**config.mk**
```make
export PLATFORM = sky130hd
export DESIGN_NAME = drv_mode_sched
export DESIGN_NICKNAME = d
export VERILOG_FILES = /design/src/rtl/drv_pkg.sv /design/src/rtl/drv_down_counter.sv /design/src/rtl/drv_mode_sched.sv
export SDC_FILE = /design/constraint.sdc
export NUM_CORES = 1
export LEC_CHECK = 0
export CAP_MARGIN = 15
export CORE_ASPECT_RATIO = 1.2
export CORE_MARGIN = 10
export CORE_UTILIZATION = 40
export DETAILED_ROUTE_END_ITERATION = 8
export PLACE_DENSITY = 0.76
export SLEW_MARGIN = 20
export SYNTH_ARGS = -nofsm -noshare
export SYNTH_HDL_FRONTEND = slang
export SYNTH_HIERARCHICAL = 1
export SYNTH_SLANG_ARGS = --single-unit
```
**constraint.sdc**
```tcl
create_clock -name clk -period 6.7 [get_ports clk]
set_input_delay 2.01 -clock clk [delete_from_list [all_inputs] [get_ports clk]]
set_output_delay 2.01 -clock clk [all_outputs]
set_load 0.01 [all_outputs]
```
**src/rtl/drv_pkg.sv**
```systemverilog
// Shared types and defaults for the driver mode scheduler.
package drv_pkg;

  typedef enum logic [2:0] {
    S_IDLE = 3'd0,
    S_TR   = 3'd1,
    S_GAP  = 3'd2,
    S_TX   = 3'd3,
    S_TP   = 3'd4
  } drv_state_t;

  localparam int unsigned GAP_CYCLES_DEF = 4;
  localparam int unsigned WDT_CYCLES_DEF = 65535;

  // Counter widths cover the full legal parameter ranges.
  localparam int unsigned GAP_CNT_W = 8;
  localparam int unsigned WDT_CNT_W = 20;

endpackage

```
**src/rtl/drv_down_counter.sv**
```systemverilog
// Loadable saturating down-counter with a zero flag; used for gap and watchdog timing.
module drv_down_counter #(
  parameter int unsigned WIDTH = 8
) (
  input  logic             clk,
  input  logic             rst,
  input  logic             load,
  input  logic [WIDTH-1:0] load_value,
  input  logic             enable,
  output logic             zero
);

  logic [WIDTH-1:0] count;

  always_ff @(posedge clk) begin
    if (rst) begin
      count <= '0;
    end else if (load) begin
      count <= load_value;
    end else if (enable && count != '0) begin
      count <= count - 1'b1;
    end
  end

  assign zero = (count == '0);

endmodule

```
**src/rtl/drv_mode_sched.sv**
```systemverilog
// Driver mode scheduler: IDLE -> TR -> (GAP) -> TX <-> (GAP) <-> TP, one-hot selects.
// Optional syncpulse watchdog in TX enabled by DRV_MODE_SCHED_WDT_EN.
module drv_mode_sched
  import drv_pkg::*;
#(
  parameter int unsigned WIDTH_MUX  = 16,
  parameter int unsigned GAP_CYCLES = GAP_CYCLES_DEF,
  parameter int unsigned WDT_CYCLES = WDT_CYCLES_DEF
) (
  input  logic                   clk,
  input  logic                   rst,
  input  logic                   start,
  input  logic                   abort,
  input  logic                   syncpulse,
  input  logic [2*WIDTH_MUX-1:0] fi_phm,
  input  logic [2*WIDTH_MUX-1:0] detuning,
  output logic                   tr,
  output logic                   tx,
  output logic                   tp,
  output logic                   mode_change,
  output logic                   busy,
  output logic                   fault
);

  // Counter holds GAP_CYCLES-1 on GAP entry and exits when it reads zero.
  localparam logic [GAP_CNT_W-1:0] GAP_LOAD =
    (GAP_CYCLES == 0) ? '0 : GAP_CNT_W'(GAP_CYCLES - 1);

  drv_state_t state, nxt, target, nxt_target;
  logic       gap_zero;
  logic       phase_eq, phase_gt;

  assign phase_eq = (fi_phm == detuning);
  assign phase_gt = (fi_phm > detuning);

  drv_down_counter #(.WIDTH(GAP_CNT_W)) u_gap_cnt (
    .clk        (clk),
    .rst        (rst),
    .load       (state != S_GAP),
    .load_value (GAP_LOAD),
    .enable     (state == S_GAP),
    .zero       (gap_zero)
  );

`ifdef DRV_MODE_SCHED_WDT_EN
  localparam logic [WDT_CNT_W-1:0] WDT_LOAD = WDT_CNT_W'(WDT_CYCLES - 1);

  logic wdt_zero;
  logic wdt_trip;

  // Reloads outside TX and on every syncpulse, so it only runs down across silent TX cycles.
  drv_down_counter #(.WIDTH(WDT_CNT_W)) u_wdt_cnt (
    .clk        (clk),
    .rst        (rst),
    .load       ((state != S_TX) || syncpulse),
    .load_value (WDT_LOAD),
    .enable     (state == S_TX),
    .zero       (wdt_zero)
  );
`else
  logic unused_wdt_cycles;
  assign unused_wdt_cycles = (WDT_CYCLES != 0);
  assign fault = 1'b0;
`endif

  function automatic drv_state_t via_gap(input drv_state_t mode);
    return (GAP_CYCLES == 0) ? mode : S_GAP;
  endfunction

  always_comb begin
    nxt        = state;
    nxt_target = target;
`ifdef DRV_MODE_SCHED_WDT_EN
    wdt_trip   = 1'b0;
`endif
    if (abort) begin
      nxt = S_IDLE;
    end else begin
      case (state)
        S_IDLE: if (start) nxt = S_TR;
        S_TR: begin
          if (syncpulse) begin
            nxt        = via_gap(S_TX);
            nxt_target = S_TX;
          end
        end
        S_GAP: if (gap_zero) nxt = target;
        S_TX: begin
          if (phase_eq) begin
            nxt        = via_gap(S_TP);
            nxt_target = S_TP;
          end
`ifdef DRV_MODE_SCHED_WDT_EN
          else if (wdt_zero && !syncpulse) begin
            nxt      = S_IDLE;
            wdt_trip = 1'b1;
          end
`endif
        end
        S_TP: begin
          if (phase_gt) begin
            nxt        = via_gap(S_TX);
            nxt_target = S_TX;
          end
        end
        default: nxt = S_IDLE;
      endcase
    end
  end

  always_ff @(posedge clk) begin
    if (rst) begin
      state       <= S_IDLE;
      target      <= S_TX;
      tr          <= 1'b0;
      tx          <= 1'b0;
      tp          <= 1'b0;
      mode_change <= 1'b0;
`ifdef DRV_MODE_SCHED_WDT_EN
      fault       <= 1'b0;
`endif
    end else begin
      state       <= nxt;
      target      <= nxt_target;
      tr          <= (nxt == S_TR);
      tx          <= (nxt == S_TX);
      tp          <= (nxt == S_TP);
      mode_change <= (nxt != state) &&
                     ((nxt == S_TR) || (nxt == S_TX) || (nxt == S_TP));
`ifdef DRV_MODE_SCHED_WDT_EN
      if (wdt_trip) begin
        fault <= 1'b1;
      end else if (state == S_IDLE && nxt == S_TR) begin
        fault <= 1'b0;
      end
`endif
    end
  end

  assign busy = (state != S_IDLE);

endmodule

```
==> Word-level counts from Yosys, hierarchy flattened <==
Index checks and enable logic that the tools add are counted.
{ "classes": {"addsub": 1, "n_mul": 0, "div": 0, "magnitude_cmp": 1, "n_eq_ne": 13, "shift": 0, "mux": 13, "bitwise": 1, "reduce_logical": 12} }
{ "ops": {"columns": ["cell", "count"], "rows": [
  ["equality test 32 bit", 1],
  ["> comparator 32 bit", 1],
  ["2-to-1 mux 3 bit", 9],
  ["case mux 3 bit (5 select lines)", 1],
  ["equality test 3 x 2 -> 1 bit (second input constant)", 3],
  ["case mux 3 bit (3 select lines)", 1],
  ["zero test 8 bit", 1],
  ["nonzero test 8 bit", 1],
  ["subtractor 8 x 1 -> 8 bit (second input constant)", 1],
  ["equality test 3 x 1 -> 1 bit (second input constant)", 2],
  ["equality test 3 bit (second input constant)", 2],
  ["inequality test 2 bit (second input constant)", 3],
  ["nonzero test 3 bit", 2],
  ["AND reduction 5 bit", 1],
  ["2-to-1 mux 2 bit", 2],
  ["zero test 3 bit", 1],
  ["inequality test 3 x 2 -> 1 bit (second input constant)", 1],
  ["inequality test 3 bit", 1],
  ["logical AND 1 bit", 2],
  ["logical OR 1 bit", 2],
  ["nonzero test 2 bit", 1],
  ["OR reduction 2 bit", 1],
  ["NOT 1 bit", 1]
]} }
{ "word_totals": {"reg_bits": 18, "latch_bits": 0, "ramBits": 0, "rom_bits": 0, "in_bits": 69, "elab_cells": 49, "mem_count": 0} }

==> Logic depth before layout (Yosys ltp) <==
{ "depth": {"depth_word": 8, "depth_mapped": 10, "mapped_depth_nobuf": 10} }

==> Hierarchy <==
Netlist, hierarchy kept.
{ "modules_own_cells": {"columns": ["mod", "instances", "cells_each", "area_each_um2"], "rows": [
  ["drv_mode_sched", 1, 186, 1392.6],
  ["drv_down_counter", 1, 59, 515.5]
]} }

==> Least setup slack after synthesis <==
Ideal clock, no wire load.
{ "synth_path": {"kind": "input-to-reg", "startpoint": "input detuning[30]", "endpoint": "register tp", "setup_ps": 135, "arrival_ps": 3715, "t_required_ps": 6565, "slack_ps": 2850, "cell_stages": 7, "path_cell_list": "inv_1 > ha_1 > nand4_2 > or4_4 > a311o_2 > a31oi_1 > nor4b_1"} }
{ "synth_between": {"elab_chain_cells": 5} }
{ "synth_lines": {"columns": ["item", "line", "rtl"], "rows": [
  ["start: declaration", "drv_mode_sched.sv:16", "input logic [2*WIDTH_MUX-1:0] detuning,"],
  ["> comparator 32 bit or equality test 32 bit (tied branches)", "drv_mode_sched.sv:34, drv_mode_sched.sv:33", null],
  ["2-to-1 mux 3 bit, on equally long branches", "drv_mode_sched.sv:101, drv_mode_sched.sv:89", null],
  ["case mux 3 bit (5 select lines) (*)", "drv_mode_sched.sv:79", "case (state)"],
  ["2-to-1 mux 3 bit (*)", "drv_mode_sched.sv:76", "if (abort) begin"],
  ["equality test 3 bit (*)", "drv_mode_sched.sv:127", "tp <= (nxt == S_TP);"],
  ["end signal: assignment", "drv_mode_sched.sv:127", null],
  ["end: declaration", "drv_mode_sched.sv:19", "output logic tp,"]
]} }
Every way passes the cells marked *; elsewhere a longest branch is shown, timed or not.
A chain may end at the register's enable or synchronous reset.

==> Worst setup path after layout <==
{ "layout_path": {"startpoint": "input detuning[14]", "endpoint": "register target[1]"} }
{ "layout_between": {"elab_chain_cells": 3} }
{ "layout_lines": {"columns": ["item", "line", "rtl"], "rows": [
  ["> comparator 32 bit or equality test 32 bit (tied branches)", "drv_mode_sched.sv:34, drv_mode_sched.sv:33", null],
  ["inequality test 2 bit (no line)", null, null],
  ["AND reduction 5 bit (no line) (*)", null, null],
  ["end signal: assignment", "drv_mode_sched.sv:124", "target <= nxt_target;"],
  ["end: declaration", "drv_mode_sched.sv:29", "drv_state_t state, nxt, target, nxt_target;"]
]} }
Marked as above.

==> results.rst <==
.. list-table::
   :header-rows: 1

   * - Metric
     - Value
   * - Global routing usage on met3
     - ~4.2%
   * - Final standard cell area without fillers
     - between 0.002 and 0.003 mm²
   * - Sum of net half-perimeters after detailed placement
     - roughly 4.4 mm
   * - Average routed wire per standard cell
     - around 13 µm
   * - Final worst clock skew
     - ~0.0032 ns
   * - P per Cell Area
     - between 100 and 150 mW/mm²
   * - Clock sinks
     - 17
   * - Worst hold margin
     - 0.466 ns
   * - Maximum single-stage delay on the critical path
     - just under 0.6 ns
   * - Total track usage
     - 12.2%
   * - Gate family responsible for the most delay along the worst path
     - simple AND/OR/NAND/NOR gates
   * - Io pins
     - 75
   * - Startpoint kind of the worst setup timing path
     - input port
   * - Area post-placement
     - 0.00271 mm²
   * - Vias per cell
     - between 5 and 6
   * - Library cell occupying the most area in the post-synthesis netlist
     - ha_1
   * - Clock Latency Late Sink
     - roughly 0.25 ns
   * - Post-layout minimum cycle time
     - 4.28 ns
   * - Total die area
     - 0.00794 mm²
   * - Number of inserted diodes
     - 0
   * - Worst min-delay path class
     - register to register
   * - Summed negative setup slack over all endpoints
     - 0 ns
   * - RSZ-0062 raised after global routing
     - no
   * - Instance count of the mapped netlist
     - approximately 250
   * - Yosys warning count
     - 6
   * - Worst endpoint data arrival time
     - between 4 and 5 ns
   * - Die span in x
     - between 80 and 90 µm
   * - Required time worst endpoint
     - 6.84 ns
   * - #FFs+latches synth
     - 17
   * - Fraction of layout instances using a drive strength above 1
     - about 6.5%
   * - Maximum fanout along the worst path
     - 5
   * - Number of core rows
     - 27
   * - Slew of the pin with the lowest slew margin
     - about 0.96 ns
   * - Final count of hold timing violations
     - 0
   * - Commonest cells in the netlist
     - 39 x inv_1, 34 x ha_1, 22 x a21oi_1
   * - Total power consumption of the routed design
     - between 0.2 and 0.3 mW
   * - Drt first pass iters
     - 4
   * - Max clock buf depth
     - 2
   * - GR Layer Usage met1
     - 12.4%
   * - CTS HTree Levels
     - 1
   * - Met2 track demand over resource in global routing
     - 23.1%
   * - Final Slew Violations
     - 0
   * - Max frequency
     - about 230 MHz
   * - Final setup violation count
     - 0
   * - LEAKAGE
     - 1.17 nW
   * - Inserted Clock Buffers
     - 3
   * - Post-cts gate resize count
     - 0
   * - CP max stage cell
     - nor4_1
   * - Synthesized area per cell
     - approximately 7.8 µm²
   * - Pin count of the biggest net entering global routing
     - 14
   * - Total wirelength of the detailed-routed design
     - 4.98 mm
   * - Cell chain of the critical path
     - clkdlybuf4s50_1 > inv_1 > ha_1 > nand4_1 > nor4_1 > nand3_1 > a221oi_1 > o21ai_0 > a221o_1
   * - Number of vias in the routed layout
     - around 2000
   * - Number of distinct library cells after synthesis
     - 56
   * - Post-route clock period utilization
     - ~64%
   * - Synth async-reset ratio
     - 0%
   * - Post-synth design cell area
     - approximately 0.0019 mm²
   * - TritonCTS clock tree
     - yes
   * - Critical Path End Type
     - register
   * - Worst setup path class
     - input port to register
   * - Vias in the first global route
     - 1974
   * - Peak supply drop
     - 0.0000721 V
   * - Outcome
     - finished, final reports clean
   * - CTS hold repair buffers
     - 0
   * - Gpl congestion
     - around 0.8
   * - Most instantiated library cell after synthesis
     - inv_1
   * - Number of input and output port buffers inserted
     - 73
   * - Clk Tree Root Cell
     - clkbuf_8
   * - Post-placement worst setup slack
     - 2.11 ns
   * - Initial detailed-routing violation count
     - ~120
   * - Post-layout worst setup margin
     - 2.42 ns
   * - Total overflow reported by the global router
     - 0
   * - Antenna violation net count after detailed routing
     - 0
   * - Highest-utilization routing layer at the global route stage
     - met2
   * - Most area-consuming cells after synthesis
     - ha_1 22%, dfxtp_1 18%, inv_1 7.7%
   * - Post-synthesis sequential area ratio
     - 17.8%
   * - Number of setup buffers added after CTS
     - 0
   * - Layout overhead on the synthesized area
     - 44.5%
   * - Clk pin slew, worst setup/hold paths
     - approximately 0.06 ns
   * - Slew Limit Headroom
     - roughly 36%
   * - Number of flops mapped to enable cells by yosys
     - 0
   * - Drc violations
     - 0
   * - Primary FF master, synth
     - dfxtp_1
   * - Antenna violations before repair
     - 0
   * - Yosys top cell area share
     - between 20% and 30%
   * - Core box area
     - approximately 0.0046 mm²
   * - Initial Utilization
     - about two fifths
   * - Height of the die
     - roughly 96 µm
   * - NumNets Final
     - around 430
   * - Max-cap violations
     - 0
   * - Wire length of the first global-routing pass
     - approximately 8.4 mm
   * - Buffers and inverters on the worst path
     - 2
==> area by class of cell <==
cell class | instances | area (µm²)
clock buffer | 4 | 45.0
fill | 436 | 1840
inverter | 40 | 150
multi-input combinational | 189 | 1420
sequential | 17 | 340
tap | 58 | 72.6
timing repair buffer | 73 | 731
==> per-stage QoR <==
stage,cells,utilization [%]
floorplan,252,-
global placement,377,59.0
detailed placement,377,59.0
CTS,381,60.0
global route,381,60.0
finish,381,60.0
==> cells by family after synthesis <==
group                    synth area share, %
AO/OA/AOI/OAI                           23.1
multiplexers                            2.16
flip-flops                              17.8
XOR/XNOR                                1.38
other                                  0.394
adder cells (fa/ha/maj)                 22.3
buffers and inverters                   9.25
AND/OR/NAND/NOR                         23.5
==> sequential cells by signal (all words and copies together) (netlist names) <==
signal	flops
mode_change	1
state	3
target	2
tp	1
tr	1
tx	1
u_gap_cnt/count	8
==> placed cells by master (no fill, tap or decap), types with 3 or more instances in the layout <==
| master | instances |
|---|---|
| a21oi_1 | 22 |
| a221oi_1 | 4 |
| clkbuf_8 | 3 |
| clkdlybuf4s50_1 | 73 |
| conb_1 | 9 |
| dfxtp_1 | 17 |
| ha_1 | 34 |
| inv_1 | 39 |
| mux2i_1 | 3 |
| nand2_1 | 13 |
| nand2b_1 | 4 |
| nand3_1 | 4 |
| nand4_1 | 7 |
| nor2_1 | 16 |
| nor3_1 | 3 |
| nor3b_1 | 4 |
| nor4_1 | 3 |
| o21ai_0 | 11 |
| or4_1 | 3 |
| xnor2_1 | 3 |
==> worst min-delay path: stages, from the launching register on <==
cell,delay (ns)
dfxtp_1,0.31
inv_1,0.05
a221oi_1,0.06
==> report_power, final <==
part | total [mW] | internal (mW) | switching (mW)
Combinational | 0.112 | 0.0665 | 0.0451
Sequential | 0.110 | 0.105 | 0.00470
Clock | 0.0767 | 0.0422 | 0.0345
==> path summary, 6_finish.rpt <==
check	startpoint	endpoint	slack [ns]	depth (start not counted)
setup / recovery	detuning[14]	target[1]	2.42	9
setup reg to reg	state[1]	u_gap_cnt/count[1]	4.03	4
hold reg to reg	target[2]	target[2]	0.47	2
hold / removal	target[2]	target[2]	0.47	2
==> metal layers <==
layer  up-vias  part of all wire (%)
met1       884                    41
met3         4                   6.6
met5         -                     0
li1       1037                     -
met4         0                  0.84
met2        53                    52
(Power assumes the default switching activity.)
